File: src/rtl/dir_key_tracker.sv
`default_nettype none
// ============================================================================
// Module   : dir_key_tracker
// Purpose  : Decodes make/break scan bytes for four direction keys, tracks the
//            held set, reports last-pressed direction and a periodic step tick.
// Revision : 1.0 - initial release
// ============================================================================
module dir_key_tracker #(
  parameter int               N           = 8,
  parameter logic [N-1:0]     UP_CODE     = 8'h6F,
  parameter logic [N-1:0]     RIGHT_CODE  = 8'h8F,
  parameter logic [N-1:0]     DOWN_CODE   = 8'h77,
  parameter logic [N-1:0]     LEFT_CODE   = 8'hCF,
  parameter logic [N-1:0]     BREAK_CODE  = 8'hF0,
  parameter int               TICK_PERIOD = 253125,
  parameter int               CNT_W       = 20
) (
  input  logic         clk,
  input  logic         reset,
  input  logic [N-1:0] data,
  input  logic         data_valid,
  output logic [2:0]   q,
  output logic [3:0]   held,
  output logic         NS,
  output logic         step
);

  typedef enum logic [0:0] {
    ST_IDLE  = 1'b0,
    ST_BREAK = 1'b1
  } state_t;

  localparam logic [CNT_W-1:0] c_cnt_last = CNT_W'(TICK_PERIOD - 1);

  state_t           state_q, state_d;
  logic [3:0]       held_q, held_d;
  logic [2:0]       last_dir_q, last_dir_d;
  logic [2:0]       q_q, q_d;
  logic [CNT_W-1:0] count_q, count_d;
  logic             ns_q, ns_d;

  logic [2:0]       dir_code;
  logic [3:0]       dir_onehot;

  function automatic logic [3:0] dir_to_onehot(input logic [2:0] dir);
    logic [3:0] oh;
    oh = 4'b0000;
    case (dir)
      3'd1:    oh = 4'b0001;
      3'd2:    oh = 4'b0010;
      3'd3:    oh = 4'b0100;
      3'd4:    oh = 4'b1000;
      default: oh = 4'b0000;
    endcase
    return oh;
  endfunction

  always_comb begin
    dir_code = 3'd0;
    if (data == UP_CODE)         dir_code = 3'd1;
    else if (data == RIGHT_CODE) dir_code = 3'd2;
    else if (data == DOWN_CODE)  dir_code = 3'd3;
    else if (data == LEFT_CODE)  dir_code = 3'd4;
    dir_onehot = dir_to_onehot(dir_code);
  end

  always_comb begin
    state_d    = state_q;
    held_d     = held_q;
    last_dir_d = last_dir_q;
    q_d        = 3'd0;

    if (data_valid) begin
      case (state_q)
        ST_IDLE: begin
          if (data == BREAK_CODE) begin
            state_d = ST_BREAK;
          end else if (dir_code != 3'd0) begin
            held_d     = held_q | dir_onehot;
            last_dir_d = dir_code;
          end
        end
        default: begin
          // Any byte closes the release sequence; only direction codes clear a bit.
          state_d = ST_IDLE;
          held_d  = held_q & ~dir_onehot;
        end
      endcase
    end

    if ((held_d & dir_to_onehot(last_dir_d)) != 4'b0000) q_d = last_dir_d;
    else if (held_d[0])                                  q_d = 3'd1;
    else if (held_d[1])                                  q_d = 3'd2;
    else if (held_d[2])                                  q_d = 3'd3;
    else if (held_d[3])                                  q_d = 3'd4;

    if (held_d == 4'b0000) last_dir_d = 3'd0;
  end

  always_comb begin
    count_d = (count_q == c_cnt_last) ? '0 : count_q + 1'b1;
    ns_d    = (count_d == c_cnt_last);
  end

  always_ff @(posedge clk) begin
    if (reset) begin
      state_q    <= ST_IDLE;
      held_q     <= 4'b0000;
      last_dir_q <= 3'd0;
      q_q        <= 3'd0;
      count_q    <= '0;
      ns_q       <= 1'b0;
    end else begin
      state_q    <= state_d;
      held_q     <= held_d;
      last_dir_q <= last_dir_d;
      q_q        <= q_d;
      count_q    <= count_d;
      ns_q       <= ns_d;
    end
  end

  // step uses the q already registered in the tick cycle, not a pending update.
  assign q    = q_q;
  assign held = held_q;
  assign NS   = ns_q;
  assign step = ns_q & (q_q != 3'd0);

endmodule
`default_nettype wire

File: config.mk
export PLATFORM = sky130hd
export DESIGN_NAME = dir_key_tracker
export DESIGN_NICKNAME = d
export VERILOG_FILES = /design/src/rtl/dir_key_tracker.sv
export SDC_FILE = /design/constraint.sdc
export NUM_CORES = 1
export LEC_CHECK = 0
export CAP_MARGIN = 0
export CORE_AREA = 5 5 85 87
export DETAILED_ROUTE_END_ITERATION = 6
export DIE_AREA = 0 0 90 92
export PLACE_DENSITY = 0.58
export SETUP_SLACK_MARGIN = 0.3
export SLEW_MARGIN = 30
export SYNTH_ARGS = -nofsm -noshare
export SYNTH_HDL_FRONTEND = slang
export SYNTH_SLANG_ARGS = --single-unit
File: constraint.sdc
create_clock -name clk -period 2.5 [get_ports clk]
set_clock_uncertainty 0.2 [all_clocks]
set_input_delay 0.5 -clock clk [delete_from_list [all_inputs] [get_ports clk]]
set_output_delay 0.5 -clock clk [all_outputs]
set_load 0.01 [all_outputs]
-- Word-level counts from Yosys, hierarchy flattened
Cells that the tools add are included.
Widths: inputs -> output; s select.
- register bits after elaboration: 32
- word-level logic and storage cells: 54
- bits of input ports: 11
- eq/ne operators: 15
- reduce and logical (&&, ||, !) cells: 5
- add/subtract/negate cells: 1
- bitwise logic cells: 5
- mux-type cells: 22
- operators with widths (cell ; number):
    $eq 20x18->1 const B ; 2
    $mux 3 ; 13
    $pmux 4 s4 ; 2
    $eq 8x8->1 const B ; 3
    $add 20x1->20 const B ; 1
    $mux 20 ; 1
    $eq 8x7->1 const B ; 2
    $mux 4 ; 4
    $eq 3x2->1 const B ; 4
    $and 4x4->4 ; 2
    $eq 3x1->1 const B ; 2
    $eq 3x3->1 const B ; 2
    $reduce_bool 3->1 ; 2
    $logic_not 4->1 ; 1
    $not 4->4 ; 1
    $or 4x4->4 ; 1
    $reduce_bool 4->1 ; 1
    $mux 1 ; 2
    $reduce_or 2->1 ; 1
    $and 1x1->1 ; 1

-- Logic depth before layout (Yosys ltp)
Gate-level depths: netlist of the first run.
- word-level depth: 17
- gate-level depth with buffers: 10
- depth with buffers taken out: 9

-- Worst setup path after synthesis of the first run
Ideal clock, no wire load.
- path kind: input -> register
- start: in data[2]
- end: reg q_q[0], in the netlist q[0]
- setup time: 0.121 ns
- setup slack: 0.224 ns
- required time: 2.179 ns
- cell stages on the path: 7
- data arrival time: 1.955 ns
- cells stage by stage: nand4_1 nor3_1 mux2i_1 nand2_1 a21o_1 o211ai_2 mux2_4
- longest elaborated chain between the ends: 16
- elaborated cells on any way between the ends: 37
- classes of those cells: eq/ne: 13; mux: 18; bitwise: 4; reduce/logical: 2
- RTL lines (element ; RTL line ; text):
    from (decl) ; 20 ; input logic [N-1:0] data,
    $eq 8x8->1 ; 63 ; else if (data == LEFT_CODE) dir_code = 3'd4;
    $mux 3 ; 63 ;
    $mux 3 ; 62 ; else if (data == DOWN_CODE) dir_code = 3'd3;
    $mux 3 ; 61 ; else if (data == RIGHT_CODE) dir_code = 3'd2;
    $mux 3 ; 60 ; if (data == UP_CODE) dir_code = 3'd1;
    $eq 3x3->1 (tied with other cells) ; 48 ; case (dir)
    $pmux 4 s4 ; 48 ;
    $or 4x4->4 ; 79 ; held_d = held_q | dir_onehot;
    $mux 4 ; 78 ; end else if (dir_code != 3'd0) begin
    $mux 4 ; 76 ; if (data == BREAK_CODE) begin
    $mux 4 ; 74 ; case (state_q)
    $mux 4 ; 73 ; if (data_valid) begin
    $mux 3 ; 94 ; else if (held_d[2]) q_d = 3'd3;
    $mux 3 ; 93 ; else if (held_d[1]) q_d = 3'd2;
    $mux 3 ; 92 ; else if (held_d[0]) q_d = 3'd1;
    $mux 3 * ; 91 ; if ((held_d & dir_to_onehot(last_dir_d)) != 4'b0000) q_d = last_dir_d;
    to (signal assigned) ; 117 ; q_q <= q_d;
    to (decl) ; 38 ; logic [2:0] q_q, q_d;
Mark *: on every way between the ends. The rest lies on a longest branch, timed or not.
A chain may end at the register's enable or synchronous reset.

-- Worst setup path after layout of the first run
- start: in data[7]
- end: reg q_q[1], in the netlist q[1]
The elaborated chain is that of the path after synthesis.

==> impl_results.md, run 1 <==
- Post-Synthesis Cells: about 230
- Core Box Area: between 0.006 and 0.007 sq mm
- CP max FO: 5
- Drt drc: 0
- Sink of the worst hold path: count_q[0]$_SDFF_PP0_
- Area enclosed by the die boundary: 0.00828 sq mm
- Arrival time of data at the critical path endpoint: about 2.2 ns
- Die width: approximately 90 um
- Main area contributors after synthesis: sky130_fd_sc_hd__dfxtp_1 34%, sky130_fd_sc_hd__nor2_1 7.9%, sky130_fd_sc_hd__xnor2_1 6.6%
- Number of enable flip-flop cells after synthesis: 0
- Path type of the worst setup path: in -> reg
- Layout cells sized above 1: around 33%
- Antenna violations before repair: 0
- Transition time at the pin with the least slew margin: around 0.41 ns
- Top FF cell, synth: sky130_fd_sc_hd__dfxtp_1
- I/O pin total: 20
- Dpl hpwl: 3150 um
- Fraction of synthesis flops using an asynchronous set or reset pin: 0%
- Final cell count without fillers: between 300 and 400
- Cell chain of the critical path: buf_8 -> nand3b_4 -> buf_6 -> a2111oi_4 -> o22ai_2 -> o21a_1 -> o211ai_2 -> mux2_4
- Total global-route track usage: roughly 10%
- Synthesis Warnings: 0
- Floorplan die height: approximately 92 um
- Largest vdd supply drop: 287 uV
- Number of placement rows: 29
- Dominant cell by count in the synthesized netlist: sky130_fd_sc_hd__nor2_1
- Placement-stage cell area: 0.00226 sq mm
- List of most frequent post-synthesis cells: 39 x sky130_fd_sc_hd__nor2_1, 32 x sky130_fd_sc_hd__dfxtp_1, 14 x sky130_fd_sc_hd__nand3_1, 14 x sky130_fd_sc_hd__xnor2_1, 10 x sky130_fd_sc_hd__nand2_1
- RSZ-0062 raised after global routing: yes
- Cell area power density: between 400 and 500 mW/mm^2
- CP Launch Type: input port
- Max-cap violations: 0
- Quantity of hold-fixing buffers added after cts: 0
- Number of different library cells in the post-synthesis netlist: 55
- Post-synthesis instance area: between 0.0015 and 0.002 sq mm
- Final Hold Viols: 0
- Pin count of the biggest net entering global routing: 17
- Total power: ~1.1 mW
- Final hold slack: ~0.27 ns
- Final setup violation count: 0
- Area share of the largest cell type after synthesis: 34.5%
- Slowest-stage cell, CP: sky130_fd_sc_hd__a2111oi_4
- Vias per inst: roughly 4.8
- Hold wc startpoint: count_q[0]$_SDFF_PP0_
- Clock-pin slew reported for the worst setup and hold paths after clock tree synthesis: 0.07 ns
- Final cell utilization of the core: a little over 40%
- Required time at the worst-slack endpoint: 2.48 ns
- Critical R2R Launch: count_q[7]$_SDFF_PP0_
- Clock root buffer: sky130_fd_sc_hd__clkbuf_8
- Run status: completed
- Number of routed nets with antenna violations: 0
- Synth Register Bits: 32
- Sequential cell area fraction in the yosys report: between 30 and 40%
- Worst slack, placed: -0.469 ns
- TNS Setup: 0 ns
- Clock Sinks: 32
- Path class of the lowest-slack min-delay path: reg -> reg
- Diode insertion count for antenna repair: 0
- Reg-to-reg critical path endpoint: NS$_SDFF_PP0_
- Count of buffers inserted at the top-level ports: 19
- Slew margin rel.: 72.0%
- First-iteration detailed-routing DRC count: 55
- First-pass iteration count of the detailed router: 4
- Clock buffer depth: 2
- Via count of the routed design: 1700
- Number of buffers inserted during clock tree synthesis: 5
- Number of global-route vias before repair: between 1500 and 2000
- Final critical-path share of the clock period: 87.0%
- Peak per-stage delay on the critical path: between 0.3 and 0.4 ns
- Worst setup EP type: flop
- Initial cell density of the core: 29.6%
- Final setup margin: 0.324 ns
- Library cell with the largest summed area after synthesis: sky130_fd_sc_hd__dfxtp_1
- Max Fclk: approximately 460 MHz
- Post-route standard cell area excluding fillers: between 0.002 and 0.003 sq mm
- Worst reg2reg path depth: 7
- Final critical path time including I/O delays and setup: about 2.2 ns
- Total Routed Length: 4420 um
- Overall overflow remaining after global route: 0
- Flop-to-flop setup slack: approximately 0.43 ns
- Nets@finish: between 200 and 300
- Number of max-slew violations in the final report: 0
- Post-synthesis to final-layout area growth: 37.9%
- Wire length of the first global-routing pass: between 7000 and 8000 um
- Cell count after placement: ~330
- Synth Net Count: roughly 240
- Maximum level of the CTS H-tree: 2
- Static leakage power: about 0.94 nW
- Clock tree from TritonCTS: built
- Hold Path Depth: 1
- Routed length per placed instance: ~13 um
- Average instance area after synthesis: 8.26 sq um
- Worst-Skew Late Latency: about 0.29 ns
- RD Place Congestion: 0.833
-- sequential cells by signal, indices dropped and copies added (netlist names) --
signal,cells
count_q,20
q,3
NS,1
last_dir_q,3
state_q,1
held,4
-- area by class of cell --
type | count | area [sq um]
Sequential cell | 32 | 661
Fill cell | 610 | 3710
Multi-Input combinational cell | 174 | 1220
Clock buffer | 5 | 68.8
Inverter | 9 | 33.8
Timing Repair Buffer | 52 | 439
Clock inverter | 3 | 42.5
Tap cell | 77 | 96.3
-- worst max-delay path, delay by kind of cell --
family | cells | cell delay, ns
mux | 1 | 0.32
compound gates | 4 | 0.94
buf+inv | 2 | 0.23
simple gates | 1 | 0.17
-- worst max path at each step --
stage	start	endpoint	slack, ns
floorplan	data[2]	q[0]$_SDFF_PP0_	0.23
finish	data[7]	q[1]$_SDFF_PP0_	0.32
global placement	data[0]	q[1]$_SDFF_PP0_	-0.40
CTS	data[7]	q[1]$_SDFF_PP0_	0.30
global route	data[7]	q[0]$_SDFF_PP0_	0.24
detailed placement	data[1]	q[1]$_SDFF_PP0_	-0.47
-- placed cells by master (no fill, tap or decap), drive strengths merged, types with 4 or more instances in the layout --
| cell type | count |
|---|---|
| a21oi | 9 |
| and3 | 9 |
| buf | 42 |
| clkbuf | 5 |
| clkdlybuf4s50 | 10 |
| dfxtp | 32 |
| inv | 9 |
| nand2 | 11 |
| nand3 | 14 |
| nand4 | 6 |
| nor2 | 40 |
| nor2b | 8 |
| nor3 | 5 |
| nor4 | 4 |
| o21ai | 6 |
| xnor2 | 14 |
-- power breakdown --
group          switching [mW]  leakage, nW  internal [mW]
clock network           0.205       0.0541          0.295
logic                  0.0474        0.624         0.0493
registers             0.00525        0.264          0.511
total                   0.257        0.942          0.855
-- routing by layer --
metal | part of all wire (%) | vias to the layer above | track usage (%)
met2 | 49 | 22 | 17.9
met5 | 0 | - | 0
met1 | 46 | 784 | 12.0
met4 | 0.91 | 0 | 2.98
met3 | 4.3 | 4 | 3.76
li1 | - | 890 | -
-- cell families after synthesis --
kind of cell,count (synthesis),synth area share [%]
AOI/OAI and AO/OA,35,14.4
xor gates and xnor gates,17,8.01
adders and majority gates,2,1.35
buffers and inverters,19,5.52
DFF,32,34.5
muxes,4,2.69
and+or+nand+nor,116,33.6
-- repair_timing --
action / in CTS / in global routing
hold endpoints to repair: 0 / 0
buffers inserted: 5 / 7
setup endpoints to repair: 7 / 4
pin swaps: 5 / 9
gates resized for setup: 44 / 35
(Power assumes the default switching activity.)
==> inputs of run 2 (changes only) <==
- ABC_CLOCK_PERIOD_IN_PS: not set -> 2500
- TNS_END_PERCENT: not set -> 100
==> results of run 2 <==
Same layout as run 1: the final DEF is identical, and so are final timing and power.
